File: src/rtl/hazard_pkg.sv
// Shared types and constants for the pipeline hazard controller.
package hazard_pkg;

    typedef enum logic {RUN, MEM_WAIT} hz_state_t;

    localparam logic [1:0] FWD_RF = 2'b00;
    localparam logic [1:0] FWD_W  = 2'b01;
    localparam logic [1:0] FWD_M  = 2'b10;

endpackage

File: src/rtl/hazard_ctrl_fwd_sel.sv
// Forwarding select for one Execute-stage source operand; the younger M result beats W.
module fwd_sel
    import hazard_pkg::*;
(
    input  logic [4:0] RsE,
    input  logic [4:0] RdM,
    input  logic       RegWriteM,
    input  logic [4:0] RdW,
    input  logic       RegWriteW,
    output logic [1:0] ForwardE
);

    always_comb begin
        ForwardE = FWD_RF;
        if (RegWriteM && RdM != 5'd0 && RdM == RsE) begin
            ForwardE = FWD_M;
        end else if (RegWriteW && RdW != 5'd0 && RdW == RsE) begin
            ForwardE = FWD_W;
        end
    end

endmodule

File: src/rtl/hazard_ctrl.sv
// Stall/flush/redirect/forward control for the 5-stage core, with a data-memory
// wait-state FSM, a sticky wait timeout and bring-up performance counters.
module hazard_ctrl
    import hazard_pkg::*;
#(
    parameter int CNT_W       = 32,
    parameter int MEM_TIMEOUT = 255
) (
    input  logic             clk,
    input  logic             reset,
    input  logic [4:0]       Rs1D,
    input  logic [4:0]       Rs2D,
    input  logic [4:0]       Rs1E,
    input  logic [4:0]       Rs2E,
    input  logic [4:0]       RdE,
    input  logic             LoadE,
    input  logic             NeedBranchE,
    input  logic [4:0]       RdM,
    input  logic             RegWriteM,
    input  logic [4:0]       RdW,
    input  logic             RegWriteW,
    input  logic             MemReqM,
    input  logic             MemReadyM,
    output logic             StallF,
    output logic             StallD,
    output logic             StallE,
    output logic             StallM,
    output logic             FlushD,
    output logic             FlushE,
    output logic             FlushW,
    output logic             PCSrcE,
    output logic [1:0]       ForwardAE,
    output logic [1:0]       ForwardBE,
    output logic [CNT_W-1:0] PerfBranchCnt,
    output logic [CNT_W-1:0] PerfStallCnt,
    output logic             MemTimeoutErr
);

    localparam logic [16:0] TIMEOUT_V = {1'b0, 16'(MEM_TIMEOUT)};

    hz_state_t   state;
    hz_state_t   stateNext;
    logic [15:0] waitCnt;
    logic        memWait;
    logic        loadUse;
    logic [1:0]  fwdA;
    logic [1:0]  fwdB;

    fwd_sel uFwdA (
        .RsE      (Rs1E),
        .RdM      (RdM),
        .RegWriteM(RegWriteM),
        .RdW      (RdW),
        .RegWriteW(RegWriteW),
        .ForwardE (fwdA)
    );

    fwd_sel uFwdB (
        .RsE      (Rs2E),
        .RdM      (RdM),
        .RegWriteM(RegWriteM),
        .RdW      (RdW),
        .RegWriteW(RegWriteW),
        .ForwardE (fwdB)
    );

    assign loadUse = LoadE && (RdE != 5'd0) && ((RdE == Rs1D) || (RdE == Rs2D));

    always_ff @(posedge clk) begin
        if (reset) begin
            state <= RUN;
        end else begin
            state <= stateNext;
        end
    end

    // A wait cycle is the entry cycle or any MEM_WAIT cycle without ready;
    // the cycle where ready arrives already behaves as RUN.
    always_comb begin
        StallF    = 1'b0;
        StallD    = 1'b0;
        StallE    = 1'b0;
        StallM    = 1'b0;
        FlushD    = 1'b0;
        FlushE    = 1'b0;
        FlushW    = 1'b0;
        PCSrcE    = 1'b0;
        ForwardAE = FWD_RF;
        ForwardBE = FWD_RF;
        memWait   = 1'b0;
        stateNext = state;
        case (state)
            RUN:      memWait = MemReqM && !MemReadyM;
            MEM_WAIT: memWait = !MemReadyM;
            default:  memWait = 1'b0;
        endcase
        if (reset) begin
            FlushD    = 1'b1;
            FlushE    = 1'b1;
            FlushW    = 1'b1;
            stateNext = RUN;
        end else begin
            ForwardAE = fwdA;
            ForwardBE = fwdB;
            stateNext = memWait ? MEM_WAIT : RUN;
            if (memWait) begin
                StallF = 1'b1;
                StallD = 1'b1;
                StallE = 1'b1;
                StallM = 1'b1;
                FlushW = 1'b1;
            end else if (NeedBranchE) begin
                PCSrcE = 1'b1;
                FlushD = 1'b1;
                FlushE = 1'b1;
            end else if (loadUse) begin
                StallF = 1'b1;
                StallD = 1'b1;
                FlushE = 1'b1;
            end
        end
    end

    // Wait counter only advances on MEM_WAIT cycles still lacking ready, and saturates.
    always_ff @(posedge clk) begin
        if (reset) begin
            PerfBranchCnt <= '0;
            PerfStallCnt  <= '0;
            waitCnt       <= '0;
            MemTimeoutErr <= 1'b0;
        end else begin
            if (PCSrcE) begin
                PerfBranchCnt <= PerfBranchCnt + CNT_W'(1);
            end
            if (StallF) begin
                PerfStallCnt <= PerfStallCnt + CNT_W'(1);
            end
            if (state == MEM_WAIT && !MemReadyM) begin
                if (waitCnt != 16'hFFFF) begin
                    waitCnt <= waitCnt + 16'd1;
                end
                if (({1'b0, waitCnt} + 17'd1) >= TIMEOUT_V) begin
                    MemTimeoutErr <= 1'b1;
                end
            end else begin
                waitCnt <= '0;
            end
        end
    end

endmodule

File: config.mk
export PLATFORM = sky130hd
export DESIGN_NAME = hazard_ctrl
export DESIGN_NICKNAME = d
export VERILOG_FILES = /design/src/rtl/hazard_pkg.sv /design/src/rtl/hazard_ctrl_fwd_sel.sv /design/src/rtl/hazard_ctrl.sv
export SDC_FILE = /design/constraint.sdc
export NUM_CORES = 1
export LEC_CHECK = 0
export ABC_CLOCK_PERIOD_IN_PS = 3300
export BUFFER_PORTS_ARGS = -buffer_cell sky130_fd_sc_hd__buf_2
export CORE_UTILIZATION = 31
export DETAILED_ROUTE_END_ITERATION = 12
export GPL_TIMING_DRIVEN = 0
export PLACE_DENSITY = 0.54
export SLEW_MARGIN = 20
export SYNTH_ARGS = -nofsm -noshare
export SYNTH_HDL_FRONTEND = slang
export SYNTH_SLANG_ARGS = --single-unit
File: constraint.sdc
create_clock -name clk -period 3.3 [get_ports clk]
set_clock_uncertainty 0.2 [all_clocks]
set_input_delay 0.66 -clock clk [delete_from_list [all_inputs] [get_ports clk]]
set_output_delay 0.66 -clock clk [all_outputs]
set_load 0.01 [all_outputs]
# Word level (Yosys, flattened, before mapping)
# Index checks and enable logic that the tools add are counted.
# totals
reg_bits	82
output_inout_bits	77
word_cells	57
# classes
addsub	4
n_lt_le_gt_ge	1
n_eq_ne	7
mux	21
bitwise	2
reduce_logical	17
# op_table
operator	count
32-bit by 1-bit adder with 32-bit output (second input constant)	2
5-bit == test	6
16-bit by 1-bit adder with 17-bit output (second input constant)	1
17-bit by 8-bit greater-or-equal comparator with 1-bit output (second input constant)	1
16-bit by 1-bit adder with 16-bit output (second input constant)	1
1-bit 2-to-1 mux	16
16-bit inequality test (second input constant)	1
5-bit nonzero test	3
1-bit logical AND	10
2-bit 2-to-1 mux	4
1-bit NOT	2
1-bit one-hot mux with 2 select lines	1
2-bit AND reduction	1
2-bit OR reduction	1
1-bit logical NOT	1
1-bit logical OR	1

# Logic depth before layout (Yosys ltp)
# depth
ltp_word	7
ltp_mapped	9
mapped_depth_nobuf	8

# By module
# A second synthesis with hierarchy kept.
# hier_totals
hier_cells	554
area_unflattened_um2	4503.1
# modules_own_cells
mod	instances	cells_each	area_per_inst_um2	seq_area_each_um2
hazard_ctrl	1	514	4200.3	1641.6
fwd_sel	2	20	151.4	0.0

# Worst setup path after synthesis
# No wires, ideal clock.
# synth_path
path_type	input port to output port
start	in RdE[1]
end	out StallF
arrival_time_ns	2.186
required_ns	2.440
slack_ns	0.254
cell_stages	8
cell_sequence	or4_1 > o21ai_2 > nand3b_2 > a2bb2oi_4 > buf_6 > buf_8 > inv_4 > buf_4
# synth_via
elab_chain_len	7
# synth_rtl
item	line	rtl
start, declared	hazard_ctrl.sv:15	input logic [4:0] RdE,
5-bit == test or 5-bit nonzero test (tied branches)	hazard_ctrl.sv:67	assign loadUse = LoadE && (RdE != 5'd0) && ((RdE == Rs1D) || (RdE == Rs2D));
1-bit logical OR or 1-bit logical AND (tied branches)	hazard_ctrl.sv:67	
1-bit logical AND (*)	hazard_ctrl.sv:67	
1-bit 2-to-1 mux (*) (4 in a row)	--	
end, declared	hazard_ctrl.sv:24	output logic StallF,
# Every way passes the cells marked *; elsewhere a longest branch is shown, timed or not.

# Worst setup path after layout
# layout_path
start	in RdE[1]
end	out StallF
# layout_via
elab_chain_len	7
# layout_rtl
item	line	rtl
5-bit == test or 5-bit nonzero test (tied branches)	hazard_ctrl.sv:67	
1-bit logical OR or 1-bit logical AND (tied branches)	hazard_ctrl.sv:67	
1-bit logical AND (*)	hazard_ctrl.sv:67	
1-bit 2-to-1 mux (*)	hazard_ctrl.sv:116	end else if (loadUse) begin
1-bit 2-to-1 mux (*)	hazard_ctrl.sv:112	end else if (NeedBranchE) begin
1-bit 2-to-1 mux (*)	hazard_ctrl.sv:106	if (memWait) begin
1-bit 2-to-1 mux (*)	hazard_ctrl.sv:97	if (reset) begin
# Marks and branches as above.

==> out/metrics.cfg <==
[clock_tree]
cts_hold_buf=0
tritoncts.num_buffers=9
cts_tree=done
worst_setup_hold_path_clk_slew_ns=0.06
clock_tree.htree_level_count=3
cts.root.buffer_cell=clkbuf_16
clock_insertion_delay_worst_skew_ns=0.34
clock_sinks=82
ctsLongestPathBuffers=2

[logic_synthesis]
post-synth-top-count-cell=dfxtp_1
syn_area_per_cell_um2=8.34
yosys_most_used_dff=dfxtp_1
synth_largest_area_cell=dfxtp_1
netlist_instances=538
syn_area_um2=4490
ys_ff_latch=82
synth-async-reset-ratio_pct=0
synthTopCellsByCount=82 x dfxtp_1, 49 x nor2_1, 48 x a21oi_1
yosys-top-cells-area=dfxtp_1 37%, xor2_1 7.2%, xnor2_1 6.4%, a21oi_1 5.4%, nand3_1 4.2%
synthDistinctLibCells=56
synth.net_count=585
synth_sequential_area_ratio_pct=36.6
number_of_synthesized_flops_with_an_enable_pin=0
number_of_synthesis_warnings=0
yosysTopAreaCellShare_pct=36.6

[timing]
tightest_slew_ns=0.661
final.period_utilization_pct=96.8
fin_worst_hold_slack_ns=0.262
slew_limit_headroom_pct=55.5
final.setup.tns_ns=0
report.final.hold_viol_count=0
timing.final.max_slew_violations=0
fmax_mhz=313
timing.final.setup_violations=0
layout_min_cycle_time_ns=3.20
rsz0062_at_grt=no

[worst_setup_path]
path_cells=buf_2, or4_4, o21ai_4, nand3b_4, a2bb2oi_4, buf_8, inv_6, buf_4, buf_2
crit_arrival_ns=2.34
buffers_inverters_on_critical_path=5
critPathCaptureType=output port
timing.critical_path.slowest_cell_delay_ns=0.55
cp_slowest_cell=or4_4
timing.critical_path.mode_cell=buf_2
critPathMaxFanout=11
critPathTopFamily=simple AND/OR/NAND/NOR gates
setup.worst_path.start_class=input pin
timing.critical_path.required_ns=2.44
timing_worst_setup_path_type=in -> out

[layout]
sequential_cell_area_um2=1640
post-route-util_pct=40.5
filler_cell_count=1437
combined_area_of_the_multi_input_logic_cells_um2=2660
final_nets=718
syn_to_final_growth_pct=26.2
fraction_of_final_layout_cells_with_drive_strength_greater_than_1_pct=24.1
antenna_fix_cells=0

[grt]
grt_util_all_layers_pct=17.4
antenna_violations_before_repair=0
grt_start_max_net_pins=14
grt_pass1_wl_um=20500
first_global_vias=4203
globalRouteOverflowTotal=0

[die]
dieWidth_um=122
placement_rows=43
die-area_um2=15000
initial_utilization_pct=32.1
core-area_um2=14000
ioPinCount=120
chipHeight_um=122

[power]
worst_ir_drop_vdd_uv=230
static-leakage-power_nw=2.19
power-per-cell-area_nw_per_um2=400
total_power_mw=2.26

[place]
io_buffer_count=118
dp.final_hpwl_um=9310
globalplace.congestion=0.811

[drt]
route.antenna.remaining_nets=0
drcViolationCount=0
drtPass1Iterations=7
vias_per_cell=5.15
detail_route.wl_per_cell_um=14.6
route.final.wire_length_um=12500
route.vias.total=4410
detailedRoute.firstIterationViolations=268

[job]
drv_cap=0

[hold_path]
worst_hold_path_type=reg -> reg

[status]
outcome=finished clean

state kept, by name, summed over array words and instances, names as in the netlist:
| signal | flops |
|---|---|
| state | 1 |
| waitCnt | 16 |
| MemTimeoutErr | 1 |
| PerfBranchCnt | 32 |
| PerfStallCnt | 32 |
power by group:
group	leakage, nW	total, mW	internal, mW	switching (mW)
clock network	0.147	1.09	0.666	0.421
logic	1.38	0.175	0.0741	0.100
registers	0.661	1.00	0.994	0.00768
total	2.19	2.26	1.73	0.529
layer usage:
metal | vias to the layer above | GRT usage, % | share of wire (%)
li1 | 2218 | - | -
met4 | 0 | 5.34 | 1.1
met2 | 117 | 27.6 | 46
met5 | - | 0 | 0
met3 | 10 | 4.09 | 5.2
met1 | 2065 | 23.1 | 48
area by class of cell:
cell class / count / share of cell area [%]
Clock inverter: 4 / 1.35
Multi-Input combinational cell: 420 / 46.9
Buffer: 26 / 2.83
Timing Repair Buffer: 123 / 11.1
Inverter: 9 / 0.685
Clock buffer: 12 / 4.18
Sequential cell: 82 / 29.0
Tap cell: 180 / 3.98
worst paths after layout:
check / startpoint / to / slack (ns) / depth (start not counted)
worst max-delay path: RdE[1] / StallF / 0.10 / 9
worst min-delay path: MemTimeoutErr / MemTimeoutErr / 0.26 / 1
worst max register to register: PerfStallCnt[0] / PerfStallCnt[30] / 0.88 / 6
worst min register to register: MemTimeoutErr / MemTimeoutErr / 0.26 / 1
per-stage QoR:
step,setup WS (ns),cells,instance area (µm²)
after floorplan,0.254,538,4490
after global placement,-0.321,836,5300
after detailed placement,-0.347,836,5300
after CTS,0.00513,854,5640
after global routing,0.0518,856,5660
final,0.104,856,5660
repair_timing:
item	CTS	global route
setup endpoints to repair	2	1
cloned	0	0
pin swaps	1	0
gates resized for setup	4	1
buffers inserted	3	2
placed cells by master (no fill, tap or decap), types with 9 or more instances in the layout:
master and n:
o31ai_1 10, nor3_1 18, nor2_1 49, o21ai_0 18, xnor2_1 33, or4_1 13
nand3_1 38, nand2_1 34, xor2_1 37, clkbuf_1 19, buf_2 119, clkbuf_16 9
a21oi_1 48, or3_1 23, nand4_1 17, and3_1 11, dfxtp_1 82
logic make-up (layout without fill, tap and decap cells):
family          Yosys count  in the layout  share of synthesized area (%)
buf+inv                  36            174                           4.63
xor+xnor                 70             70                           13.7
compound gates          104            104                           14.2
simple gates            242            242                           29.8
fa+ha+maj                 4              4                           1.12
flops                    82             82                           36.6
(Power assumes the default switching activity.)
